<file path="config.mk">
export PLATFORM = sky130hd
export DESIGN_NAME = instr_sequencer
export DESIGN_NICKNAME = d
export VERILOG_FILES = /design/src/rtl/instr_sequencer_pkg.sv /design/src/rtl/instr_sequencer_mem_wait_timer.sv /design/src/rtl/instr_sequencer.sv
export SDC_FILE = /design/constraint.sdc
export NUM_CORES = 1
export LEC_CHECK = 0
export CORE_ASPECT_RATIO = 1.25
export CORE_UTILIZATION = 30
export CTS_CLUSTER_DIAMETER = 120
export CTS_CLUSTER_SIZE = 16
export DETAILED_ROUTE_END_ITERATION = 16
export PLACE_DENSITY = 0.8
export SYNTH_ARGS = -nofsm -noshare
export SYNTH_HDL_FRONTEND = slang
export SYNTH_SLANG_ARGS = --single-unit
</file>
<file path="constraint.sdc">
create_clock -name clk -period 2 [get_ports clk]
set_clock_uncertainty 0.2 [all_clocks]
set_input_delay 0.3 -clock clk [delete_from_list [all_inputs] [get_ports clk]]
set_output_delay 0.3 -clock clk [all_outputs]
set_load 0.03 [all_outputs]
</file>
<file path="src/rtl/instr_sequencer_pkg.sv">
// Shared types for the instruction sequencer: phase encodings, opcode map,
// instruction field positions and the opcode classifier.
package instr_pkg;

  // WRITEBACK must stay 3'b100: the register file keys its write on it.
  typedef enum logic [2:0] {
    FETCH     = 3'b000,
    DECODE    = 3'b001,
    EXECUTE   = 3'b010,
    MEMORY    = 3'b011,
    WRITEBACK = 3'b100,
    HALT      = 3'b101
  } state_t;

  typedef enum logic [2:0] {
    CLS_ALU,
    CLS_LOAD,
    CLS_STORE,
    CLS_BRANCH,
    CLS_HALT
  } op_class_t;

  localparam logic [4:0] OP_HALT  = 5'h0F;
  localparam logic [4:0] OP_LOAD  = 5'h10;
  localparam logic [4:0] OP_STORE = 5'h13;
  localparam logic [4:0] OP_BR_LO = 5'h08;
  localparam logic [4:0] OP_BR_HI = 5'h0E;

  localparam int OPC_MSB = 31;
  localparam int OPC_LSB = 27;
  localparam int RD_MSB  = 26;
  localparam int RD_LSB  = 22;
  localparam int RS_MSB  = 21;
  localparam int RS_LSB  = 17;
  localparam int RT_MSB  = 16;
  localparam int RT_LSB  = 12;
  localparam int LIT_MSB = 11;
  localparam int LIT_LSB = 0;

  localparam int WAIT_CNT_W = 16;

  function automatic op_class_t op_class(input logic [4:0] opc);
    if (opc == OP_HALT)
      return CLS_HALT;
    else if (opc == OP_LOAD)
      return CLS_LOAD;
    else if (opc == OP_STORE)
      return CLS_STORE;
    else if (opc >= OP_BR_LO && opc <= OP_BR_HI)
      return CLS_BRANCH;
    else
      return CLS_ALU;
  endfunction

endpackage

</file>
<file path="src/rtl/instr_sequencer_mem_wait_timer.sv">
// Wait counter shared by the fetch and data-memory handshakes; expire_o fires in the
// TIMEOUT_CYCLES-th consecutive not-ready cycle. TIMEOUT_CYCLES=0 disables it.
module mem_wait_timer
  import instr_pkg::*;
#(
  parameter int TIMEOUT_CYCLES = 0
) (
  input  logic clk,
  input  logic reset,
  input  logic wait_active_i,
  input  logic ready_i,
  output logic expire_o
);

  localparam logic [WAIT_CNT_W-1:0] LIMIT = WAIT_CNT_W'(TIMEOUT_CYCLES - 1);

  logic [WAIT_CNT_W-1:0] cnt_q, cnt_d;

  // Ready in the limit cycle suppresses expiry, so a late handshake still completes.
  assign expire_o = (TIMEOUT_CYCLES != 0) && wait_active_i && !ready_i && (cnt_q == LIMIT);

  // Any cycle outside a wait, or a completed handshake, leaves the count at zero,
  // so every entry into FETCH or MEMORY starts from a clean count.
  always_comb begin
    cnt_d = '0;
    if ((TIMEOUT_CYCLES != 0) && wait_active_i && !ready_i && !expire_o)
      cnt_d = cnt_q + 1'b1;
  end

  always_ff @(posedge clk or posedge reset) begin
    if (reset)
      cnt_q <= '0;
    else
      cnt_q <= cnt_d;
  end

endmodule

</file>
<file path="src/rtl/instr_sequencer.sv">
// Multi-cycle control sequencer feeding the register file: fetch, decode, execute,
// optional data-memory access and a single-cycle writeback per instruction.
module instr_sequencer
  import instr_pkg::*;
#(
  parameter int INSTR_W        = 32,
  parameter int TIMEOUT_CYCLES = 0
) (
  input  logic               clk,
  input  logic               reset,
  input  logic               imem_ready,
  input  logic [INSTR_W-1:0] imem_rdata,
  input  logic               dmem_ready,
  output logic               imem_req,
  output logic               dmem_req,
  output logic               dmem_we,
  output logic [2:0]         state,
  output logic [INSTR_W-1:0] instr,
  output logic [4:0]         opcode,
  output logic [11:0]        literal,
  output logic [4:0]         read_reg1,
  output logic [4:0]         read_reg2,
  output logic [4:0]         read_reg3,
  output logic [4:0]         write_reg,
  output logic               write_en,
  output logic               pc_update,
  output logic               halted,
  output logic               fault
);

  state_t             state_q;
  logic [INSTR_W-1:0] instr_q;
  logic               halted_q, fault_q;
  op_class_t          cls;
  logic               wait_active, wait_ready, expire;

  assign opcode    = instr_q[OPC_MSB:OPC_LSB];
  assign literal   = instr_q[LIT_MSB:LIT_LSB];
  assign read_reg1 = instr_q[RS_MSB:RS_LSB];
  assign read_reg2 = instr_q[RT_MSB:RT_LSB];
  assign read_reg3 = instr_q[RD_MSB:RD_LSB];
  assign write_reg = instr_q[RD_MSB:RD_LSB];
  assign cls       = op_class(opcode);

  assign wait_active = (state_q == FETCH) || (state_q == MEMORY);
  assign wait_ready  = (state_q == FETCH) ? imem_ready : dmem_ready;

  mem_wait_timer #(
    .TIMEOUT_CYCLES(TIMEOUT_CYCLES)
  ) u_wait_timer (
    .clk          (clk),
    .reset        (reset),
    .wait_active_i(wait_active),
    .ready_i      (wait_ready),
    .expire_o     (expire)
  );

  always_ff @(posedge clk or posedge reset) begin
    if (reset) begin
      state_q  <= FETCH;
      instr_q  <= '0;
      halted_q <= 1'b0;
      fault_q  <= 1'b0;
    end else begin
      case (state_q)
        FETCH: begin
          if (imem_ready) begin
            instr_q <= imem_rdata;
            state_q <= DECODE;
          end else if (expire) begin
            state_q  <= HALT;
            halted_q <= 1'b1;
            fault_q  <= 1'b1;
          end
        end
        DECODE: begin
          if (cls == CLS_HALT) begin
            state_q  <= HALT;
            halted_q <= 1'b1;
          end else begin
            state_q <= EXECUTE;
          end
        end
        EXECUTE: begin
          case (cls)
            CLS_LOAD, CLS_STORE: state_q <= MEMORY;
            CLS_BRANCH:          state_q <= FETCH;
            default:             state_q <= WRITEBACK;
          endcase
        end
        MEMORY: begin
          if (dmem_ready) begin
            state_q <= (cls == CLS_LOAD) ? WRITEBACK : FETCH;
          end else if (expire) begin
            state_q  <= HALT;
            halted_q <= 1'b1;
            fault_q  <= 1'b1;
          end
        end
        WRITEBACK: state_q <= FETCH;
        HALT:      state_q <= HALT;
        default:   state_q <= FETCH;
      endcase
    end
  end

  // Strobes decode from the registered state and latched instruction; the store
  // completion pulse also needs dmem_ready so the PC advances on the accept cycle.
  assign state     = state_q;
  assign instr     = instr_q;
  assign halted    = halted_q;
  assign fault     = fault_q;
  assign imem_req  = (state_q == FETCH);
  assign dmem_req  = (state_q == MEMORY);
  assign dmem_we   = (state_q == MEMORY) && (cls == CLS_STORE);
  assign write_en  = (state_q == WRITEBACK);
  assign pc_update = (state_q == WRITEBACK)
                   || ((state_q == EXECUTE) && (cls == CLS_BRANCH))
                   || ((state_q == MEMORY) && (cls == CLS_STORE) && dmem_ready);

endmodule

</file>
---- Yosys cells after proc, flatten, opt, wreduce, memory -nomap -nowiden ----
Cells that the tools add are included.
storage, ports and cells
  flip-flop bits (word level) ............. 36
  bits of input ports ..................... 36
operators by class
  order comparisons ....................... 2
  eq/ne operators ......................... 14
  multiplexer cells ....................... 10
  reductions and logical operators ........ 11
operators by type and width
  cell                                                             number
  two-way mux 3 bit                                                5
  one-hot mux 3 bit (5 select lines)                               1
  == test 3 x 2 -> 1 bit (second input constant)                   4
  == test 5 bit (second input constant)                            2
  == test 3 bit (second input constant)                            3
  == test 3 x 1 -> 1 bit (second input constant)                   2
  two-way mux 2 bit                                                3
  one-hot mux 3 bit (2 select lines)                               1
  AND reduction 2 bit                                              3
  == test 5 x 4 -> 1 bit (second input constant)                   1
  >= comparator 5 x 4 -> 1 bit (second input constant)             1
  less-or-equal comparator 5 x 4 -> 1 bit (second input constant)  1
  logical AND 1 bit                                                4
  inequality test 2 bit (second input constant)                    2
  logical NOT 3 bit                                                1
  logical OR 1 bit                                                 2
  OR reduction 2 bit                                               1

---- Longest topological paths before layout ----
Gate-level depths: netlist (run 1).
  word-level depth ........................ 10
  mapped depth ............................ 4

---- Modules after synthesis ----
From an unflattened synthesis (run 1), not the netlist that was laid out.
unflattened totals
  cells, all modules ...................... 161
  area, all modules ....................... 2,057.0 um^2
by module, submodules not included
  module           instances  cells an instance  area each (um^2)  seq. area each (um^2)
  instr_sequencer  1          159                2,045.7           925.9
  mem_wait_timer   1          2                  11.3              0.0

---- Least setup slack after synthesis (run 1) ----
OpenSTA, ideal clock, no wires.
  kind .................................... reg-to-output
  start point ............................. register instr_q[31], in the netlist instr[31]
  end point ............................... output pc_update
  arrival time ............................ 1.816 ns
  required time ........................... 1.500 ns
  slack ................................... -0.316 ns
  stages on the path, launching flop included .. 5
  path buffers ............................ 0
  cells stage by stage .................... dfrtp_1 or3b_2 nor2_1 and4_2 o2bb2ai_1
on the way
  longest elaborated chain between the ends .. 10
  elaborated cells on any way between the ends .. 17
  classes of those cells .................. 2 x order compare; 5 x eq/ne; 4 x mux; 6 x reduce/logical
ends and longest elaborated chain
  item                                                                                     RTL line                   text
  start: declaration                                                                       instr_sequencer.sv:32      logic [INSTR_W-1:0] instr_q;
  start signal: assignment                                                                 instr_sequencer.sv:68      instr_q <= imem_rdata;
  >= comparator 5 x 4 -> 1 bit or less-or-equal comparator 5 x 4 -> 1 bit (tied branches)  instr_sequencer_pkg.sv:49  else if (opc >= OP_BR_LO && opc <= OP_BR_HI)
  logical AND 1 bit                                                                        instr_sequencer_pkg.sv:49
  two-way mux 2 bit                                                                        instr_sequencer_pkg.sv:49
  two-way mux 2 bit                                                                        instr_sequencer_pkg.sv:47  else if (opc == OP_STORE)
  two-way mux 2 bit                                                                        instr_sequencer_pkg.sv:45  else if (opc == OP_LOAD)
  two-way mux 3 bit *                                                                      instr_sequencer_pkg.sv:43  if (opc == OP_HALT)
  == test 3 x 2 -> 1 bit *                                                                 --
  logical AND 1 bit *                                                                      --
  net dmem_we                                                                              instr_sequencer.sv:16      output logic dmem_we,
  logical AND 1 bit *                                                                      instr_sequencer.sv:119     || ((state_q == MEMORY) && (cls == CLS_STORE) && dmem_ready);
  logical OR 1 bit *                                                                       instr_sequencer.sv:119
  end: declaration                                                                         instr_sequencer.sv:26      output logic pc_update,
Mark *: on every way through the listed nets, which the timed path passes. The rest lies on a longest branch.

---- Final worst setup path (run 1) ----
  start point ............................. register instr_q[29], in the netlist instr[29]
  end point ............................... output pc_update
on the way
  longest elaborated chain between the ends .. 10
  elaborated cells on any way between the ends .. 17
  classes of those cells .................. 2 x order compare; 5 x eq/ne; 4 x mux; 6 x reduce/logical
ends and longest elaborated chain
  item                                                                                     RTL line
  >= comparator 5 x 4 -> 1 bit or less-or-equal comparator 5 x 4 -> 1 bit (tied branches)  instr_sequencer_pkg.sv:49
  logical AND 1 bit                                                                        instr_sequencer_pkg.sv:49
  two-way mux 2 bit                                                                        instr_sequencer_pkg.sv:49
  two-way mux 2 bit                                                                        instr_sequencer_pkg.sv:47
  two-way mux 2 bit                                                                        instr_sequencer_pkg.sv:45
  two-way mux 3 bit *                                                                      instr_sequencer_pkg.sv:43
  == test 3 x 2 -> 1 bit, on equally long branches                                         instr_sequencer.sv:118, instr_sequencer.sv:119
  logical AND 1 bit, on equally long branches                                              instr_sequencer.sv:118, instr_sequencer.sv:119
  logical OR 1 bit or logical AND 1 bit (tied branches)                                    instr_sequencer.sv:118, instr_sequencer.sv:119
  logical OR 1 bit *                                                                       instr_sequencer.sv:119
Mark *: on every way between the ends. The rest lies on a longest branch, timed or not.

==> impl_metrics.json, run 1 <==
{
  "status": "complete, but fails checks",
  "violations": "negative setup slack",
  "drv_slew": 0,
  "dr.pass1.iters": 4,
  "first_iter_violations": 25,
  "drv_cap": 0,
  "htreeDepth": 2,
  "yosys.cell_types.count": 31,
  "fp.dieH_um": 89.28,
  "worstPathMaxFanout": 2,
  "cts_hold_buf": 0,
  "p_comb_share_pct": 68.0,
  "grt_max_degree": 37,
  "endpoint_kind": "primary output",
  "yosys.area.top_type": "dfrtp_1",
  "peakVddDrop_v": 0.0008229,
  "antenna_found_initial": 0,
  "leakagePower_nw": 1.275,
  "clkPwrFrac_pct": 8.8,
  "synth-main-ff-cell": "dfrtp_1",
  "die-area_mm2": 0.006412,
  "p_seq_share_pct": 23.2,
  "yosysMostFrequentCell": "buf_4",
  "synthesis.area_mm2": 0.001828,
  "r2r_cells": 4,
  "slowest_stage": "or3b_4",
  "syn_inst": 151,
  "numPortBuffers": 113,
  "core-area_mm2": 0.005818,
  "grt_pass1_wl_um": 6203,
  "io_pins": 115,
  "dp.cells": 294,
  "track_usage_pct": 12.64,
  "via_per_inst": 4.492,
  "hold_viol": 0,
  "num_vias": 1361,
  "rr_endpoint": "instr[13]",
  "synth_area_leaders": "dfrtp_1, mux2_2, buf_4",
  "multiInputGateArea_um2": 630.6,
  "num-fill-cells": 522,
  "syn-num-nets": 187,
  "final_cell_count_no_fill": 303,
  "cp_num_buf_inv": 1,
  "crit_chain": "or3b_4 -> nor2_4 -> and4_4 -> o2bb2ai_4 -> buf_6",
  "drc": 0,
  "clk_transition_reported_paths_ns": 0.07,
  "regToRegSetupSlack_ns": 0.16,
  "ys_seq_area_share_pct": 49.28,
  "synth_common_cells": "buf_4, dfrtp_1, mux2_2",
  "synth_edf_count": 0,
  "setup_tns_ns": -0.2565,
  "nNetsFinal": 272,
  "postSynth.asyncResetShare_pct": 100.0,
  "hpwlAfterDp_um": 3056,
  "setup_viol": 2,
  "syn_area_per_cell_um2": 12.11,
  "max-clock-path-buffers": 2,
  "min_period_ns": 2.173,
  "clockRootBuffer": "clkbuf_8",
  "switchingPower_mw": 2.887,
  "slowest_delay_ns": 0.41,
  "clk_latency_ns": 0.28,
  "register_area_um2": 904.6,
  "final_util_pct": 50.73,
  "drt-wirelength-per-cell_um": 13.54,
  "cts_tree": "done",
  "power.density_mw_per_mm2": 2106,
  "cp.arrival_ns": 1.67,
  "finalWorstSetupSlack_ns": -0.1730,
  "cts_made_buffers": 5,
  "power.internal_mw": 3.327,
  "fmax_mhz": 460.2,
  "ys_ff_latch": 36,
  "switching_share_pct": 46.46,
  "required_ns": 1.50,
  "area_delta_synth_final_pct": 61.46,
  "diodes": 0,
  "place_congestion": 0.7723,
  "crit_family": "simple AND/OR/NAND/NOR gates",
  "ant_nets": 0,
  "start_kind": "register",
  "initial_core_util_pct": 31.42,
  "grt_pass1_vias": 1350,
  "min_path_type": "primary input to asynchronous set/reset pin",
  "final_layout_size_suffix_gt1_share_pct": 25.74,
  "ys.warnings.count": 0,
  "rsz0062_at_grt": "yes",
  "overflow": 0,
  "rows": 31,
  "r2r-start": "state[1]",
  "netlist.area_leader.share_pct": 49.28,
  "path_class": "register to primary output",
  "die_x_um": 71.82,
  "cts_sinks": 36,
  "routed_wl_um": 4103,
  "post-route-period-util_pct": 108.7
}
==> power groups by stage <==
stage | Clock (mW) | Sequential (mW) | Combinational (mW)
2_1_floorplan | 0 | 2.14 | 2.23
3_3_place_gp | 0 | 1.45 | 4.19
3_5_place_dp | 0 | 1.47 | 4.24
4_1_cts | 0.583 | 1.46 | 4.27
5_1_grt | 0.620 | 1.52 | 4.41
6_report | 0.549 | 1.44 | 4.23
==> cells by family (layout without fill, tap and decap cells) <==
group	Yosys count	count (layout)	synth area share, %
buffers and inverters	47	133	18.21
flip-flops	36	36	49.28
AO/OA/AOI/OAI	10	10	3.834
AND/OR/NAND/NOR	24	24	8.283
XOR/XNOR	1	1	0.4792
multiplexers	32	32	19.71
other	1	1	0.2051
==> worst register-to-register path, cell delays in order, from the launching register on <==
cell and delay, ns:
dfrtp_1 0.46, nor2b_1 0.21, nor3b_4 0.25, buf_12 0.22
mux2_2 0.39
==> state kept, by name (all words and copies together), names as in the netlist <==
| name | cells |
|---|---|
| state | 3 |
| instr | 32 |
| halted | 1 |
==> metal layers <==
metal / wire length [um] / part of all wire [%] / global-route usage [%] / vias up
li1: - / - / - / 640
met4: 35 / 0.85 / 5.169 / 0
met2: 2299 / 56 / 23.41 / 54
met3: 259 / 6.3 / 3.720 / 4
met5: 0 / 0 / 0 / -
met1: 1508 / 37 / 13.44 / 663
==> metrics by stage <==
step / area [um^2] / hold slack (ns) / worst slack (ns) / total power [mW]
6_report: 2952 / 0.2251 / -0.1730 / 6.215
5_1_grt: 2952 / 0.2661 / -0.2369 / 6.547
4_1_cts: 2929 / 0.2319 / -0.1971 / 6.305
3_5_place_dp: 2820 / 0.2511 / -0.1215 / 5.710
3_3_place_gp: 2820 / 0.2472 / -0.07450 / 5.639
2_1_floorplan: 1857 / 0.2515 / 0.001790 / 4.371
==> worst max-delay path by stage <==
stage                          start        end  slack (ns)  cells past startpoint
after global routing       instr[29]  pc_update       -0.24                      5
final                      instr[29]  pc_update       -0.17                      5
after detailed placement  imem_ready  instr[13]       -0.12                      5
after floorplan             state[2]   write_en       0.002                      2
after CTS                  instr[30]  pc_update       -0.20                      5
after global placement    imem_ready  instr[29]       -0.07                      5
==> area by class of cell <==
| cell class | instances | area share [%] |
|---|---|---|
| multi-input cells | 68 | 21.36 |
| clock buffers | 8 | 3.391 |
| flip-flops and latches | 36 | 30.65 |
| inverters | 3 | 0.3815 |
| repair buffers | 122 | 41.42 |
| well taps | 66 | 2.798 |
==> cell usage in the layout (no fill, tap or decap), types with 2 or more instances in the layout <==
| cell type | instances |
|---|---|
| nor3_1 | 2 |
| dfrtp_2 | 3 |
| mux2_2 | 32 |
| nand2_1 | 2 |
| clkbuf_8 | 7 |
| buf_4 | 10 |
| inv_1 | 3 |
| a21oi_1 | 2 |
| dlymetal6s2s_1 | 7 |
| clkdlybuf4s50_1 | 101 |
| nor2b_1 | 3 |
| dfrtp_1 | 33 |
| nor2_1 | 4 |
| nand3_1 | 3 |
| dlygate4sd2_1 | 2 |
==> timing repair <==
action / 4_1_cts / 5_1_grt
setup endpoints to repair: 4 / 9
setup buffers: 1 / 0
resized for setup: 3 / 8
pin swaps: 0 / 1
(Power assumes the default switching activity.)
==> run 2, diff against run 1 <==
--- a/config.mk
+++ b/config.mk
@@ -10,7 +10,8 @@
 export CTS_CLUSTER_DIAMETER = 120
 export CTS_CLUSTER_SIZE = 16
 export DETAILED_ROUTE_END_ITERATION = 16
-export PLACE_DENSITY = 0.8
+export PLACE_DENSITY = 0.77
 export SYNTH_ARGS = -nofsm -noshare
 export SYNTH_HDL_FRONTEND = slang
+export SYNTH_HIERARCHICAL = 1
 export SYNTH_SLANG_ARGS = --single-unit
==> constraint.sdc (replaced) <==
create_clock -name clk -period 2.4 [get_ports clk]
set_clock_uncertainty 0.2 [all_clocks]
set_input_delay 0.36 -clock clk [delete_from_list [all_inputs] [get_ports clk]]
set_output_delay 0.36 -clock clk [all_outputs]
set_load 0.03 [all_outputs]
==> run 2 against run 1 <==
Compared with the run above:
- first-iteration DRC count increased by 68%
- core utilization decreased by 3.5 points
- clock power decreased by 14%
- the run now ends clean
==> impl_metrics.json, run 2 <==
{
  "status": "completed",
  "layout_common_cells": "clkdlybuf4s50_1, dfrtp_1, mux2_4",
  "routed_wl_um": 4429,
  "ant_nets": 0,
  "post_cts_buffers": 0,
  "final_util_pct": 47.27,
  "holdWs_ns": 0.2663,
  "area_delta_synth_final_pct": 51.77,
  "first_iter_violations": 42,
  "power.density_mw_per_mm2": 1726,
  "track_usage_pct": 12.55,
  "drc": 0,
  "setup_tns_ns": 0,
  "syn_inst": 159,
  "grt_pass1_wl_um": 6755,
  "drv_slew": 0,
  "synthesis.area_mm2": 0.002044,
  "core-area_mm2": 0.006565,
  "grt_max_degree": 38,
  "rsz0062_at_grt": "no",
  "htreeDepth": 2,
  "dr.pass1.iters": 4,
  "total_power_mw": 5.357,
  "min_period_ns": 2.319,
  "die-area_mm2": 0.007151,
  "largest_reg_flops": 32,
  "fp.dieH_um": 94.30,
  "peakVddDrop_v": 0.0008292,
  "hold_viol": 0,
  "hpwlAfterDp_um": 3315,
  "multiInputGateArea_um2": 730.7,
  "cts_hold_buf": 0,
  "min_path_type": "primary input to asynchronous set/reset pin",
  "cts_made_buffers": 5,
  "nNetsFinal": 281,
  "path_class": "register to primary output",
  "register_area_um2": 925.9,
  "num-fill-cells": 596,
  "syn_area_per_cell_um2": 12.86,
  "cts_tree": "done",
  "overflow": 0,
  "leakagePower_nw": 1.372,
  "dp.cells": 325,
  "post-route-period-util_pct": 96.62,
  "post-place-ws_ns": 0.1232,
  "drt-wirelength-per-cell_um": 13.30,
  "max-clock-path-buffers": 2,
  "endpoint_kind": "primary output",
  "rows": 33,
  "numPortBuffers": 114,
  "stdcell_area_mm2": 0.003103,
  "io_pins": 115,
  "fmax_mhz": 431.2,
  "num_vias": 1483,
  "placed_cell_area_mm2": 0.002999,
  "final_cell_count_no_fill": 333,
  "die_x_um": 75.84,
  "final_common_cell": "clkdlybuf4s50_1",
  "via_per_inst": 4.453,
  "grt_pass1_vias": 1403,
  "setup_viol": 0,
  "clk_latency_ns": 0.28,
  "clockRootBuffer": "clkbuf_8",
  "cp.arrival_ns": 1.76,
  "antenna_found_initial": 0,
  "worstPathMaxFanout": 3,
  "finalWorstSetupSlack_ns": 0.08101,
  "cts_sinks": 37,
  "initial_core_util_pct": 31.14,
  "clk_transition_reported_paths_ns": 0.08,
  "syn-num-nets": 195,
  "ys.warnings.count": 6,
  "final_layout_size_suffix_gt1_share_pct": 22.36,
  "place_congestion": 0.9313,
  "start_kind": "register",
  "required_ns": 1.84,
  "drv_cap": 0,
  "diodes": 0
}
==> run 2: worst paths after layout <==
kind / from / slack [ns] / end / cells past startpoint
min in group clk: halted / 0.27 / halted / 2
max in group asynchronous: reset / 1.38 / instr[9] / 3
worst min-delay path: reset / 0.27 / instr[20] / 3
worst max-delay path: instr[30] / 0.08 / dmem_we / 3
worst min register to register: halted / 0.27 / halted / 2
worst max register to register: state[1] / 0.34 / instr[0] / 6
==> run 2: critical path, stage by stage, from the launching register on <==
cell and delay (ns):
dfrtp_1 0.38, or3b_2 0.52, nor3_4 0.16, dlygate4sd2_1 0.42
==> run 2: layout make-up <==
| type | instances | share of cell area (%) |
|---|---|---|
| clock buffers | 7 | 3.105 |
| clock inverters | 1 | 0.1613 |
| inverters | 6 | 0.7258 |
| multi-input cells | 73 | 23.55 |
| flip-flops and latches | 37 | 29.84 |
| well taps | 87 | 3.508 |
| repair buffers | 122 | 39.11 |
==> run 2: report_power, final <==
part | total [mW] | internal, mW | switching (mW)
clock network | 0.470 | 0.259 | 0.210
registers | 1.17 | 0.927 | 0.247
logic | 3.71 | 1.73 | 1.98
total | 5.36 | 2.92 | 2.44
==> run 2: per-layer routing <==
metal / global-route usage (%) / up-vias / part of all wire [%]
met2: 22.05 / 78 / 52
met4: 5.401 / 0 / 2.5
met1: 13.84 / 721 / 39
met5: 0 / - / 0
li1: - / 672 / -
met3: 3.219 / 12 / 6.9
==> run 2: timing repair <==
item | in CTS | in global routing
setup endpoints to repair | 2 | 2
gates resized for setup | 2 | 2
cloned | 0 | 0
endpoints found under the hold margin | 0 | 0
pin swaps | 0 | 0
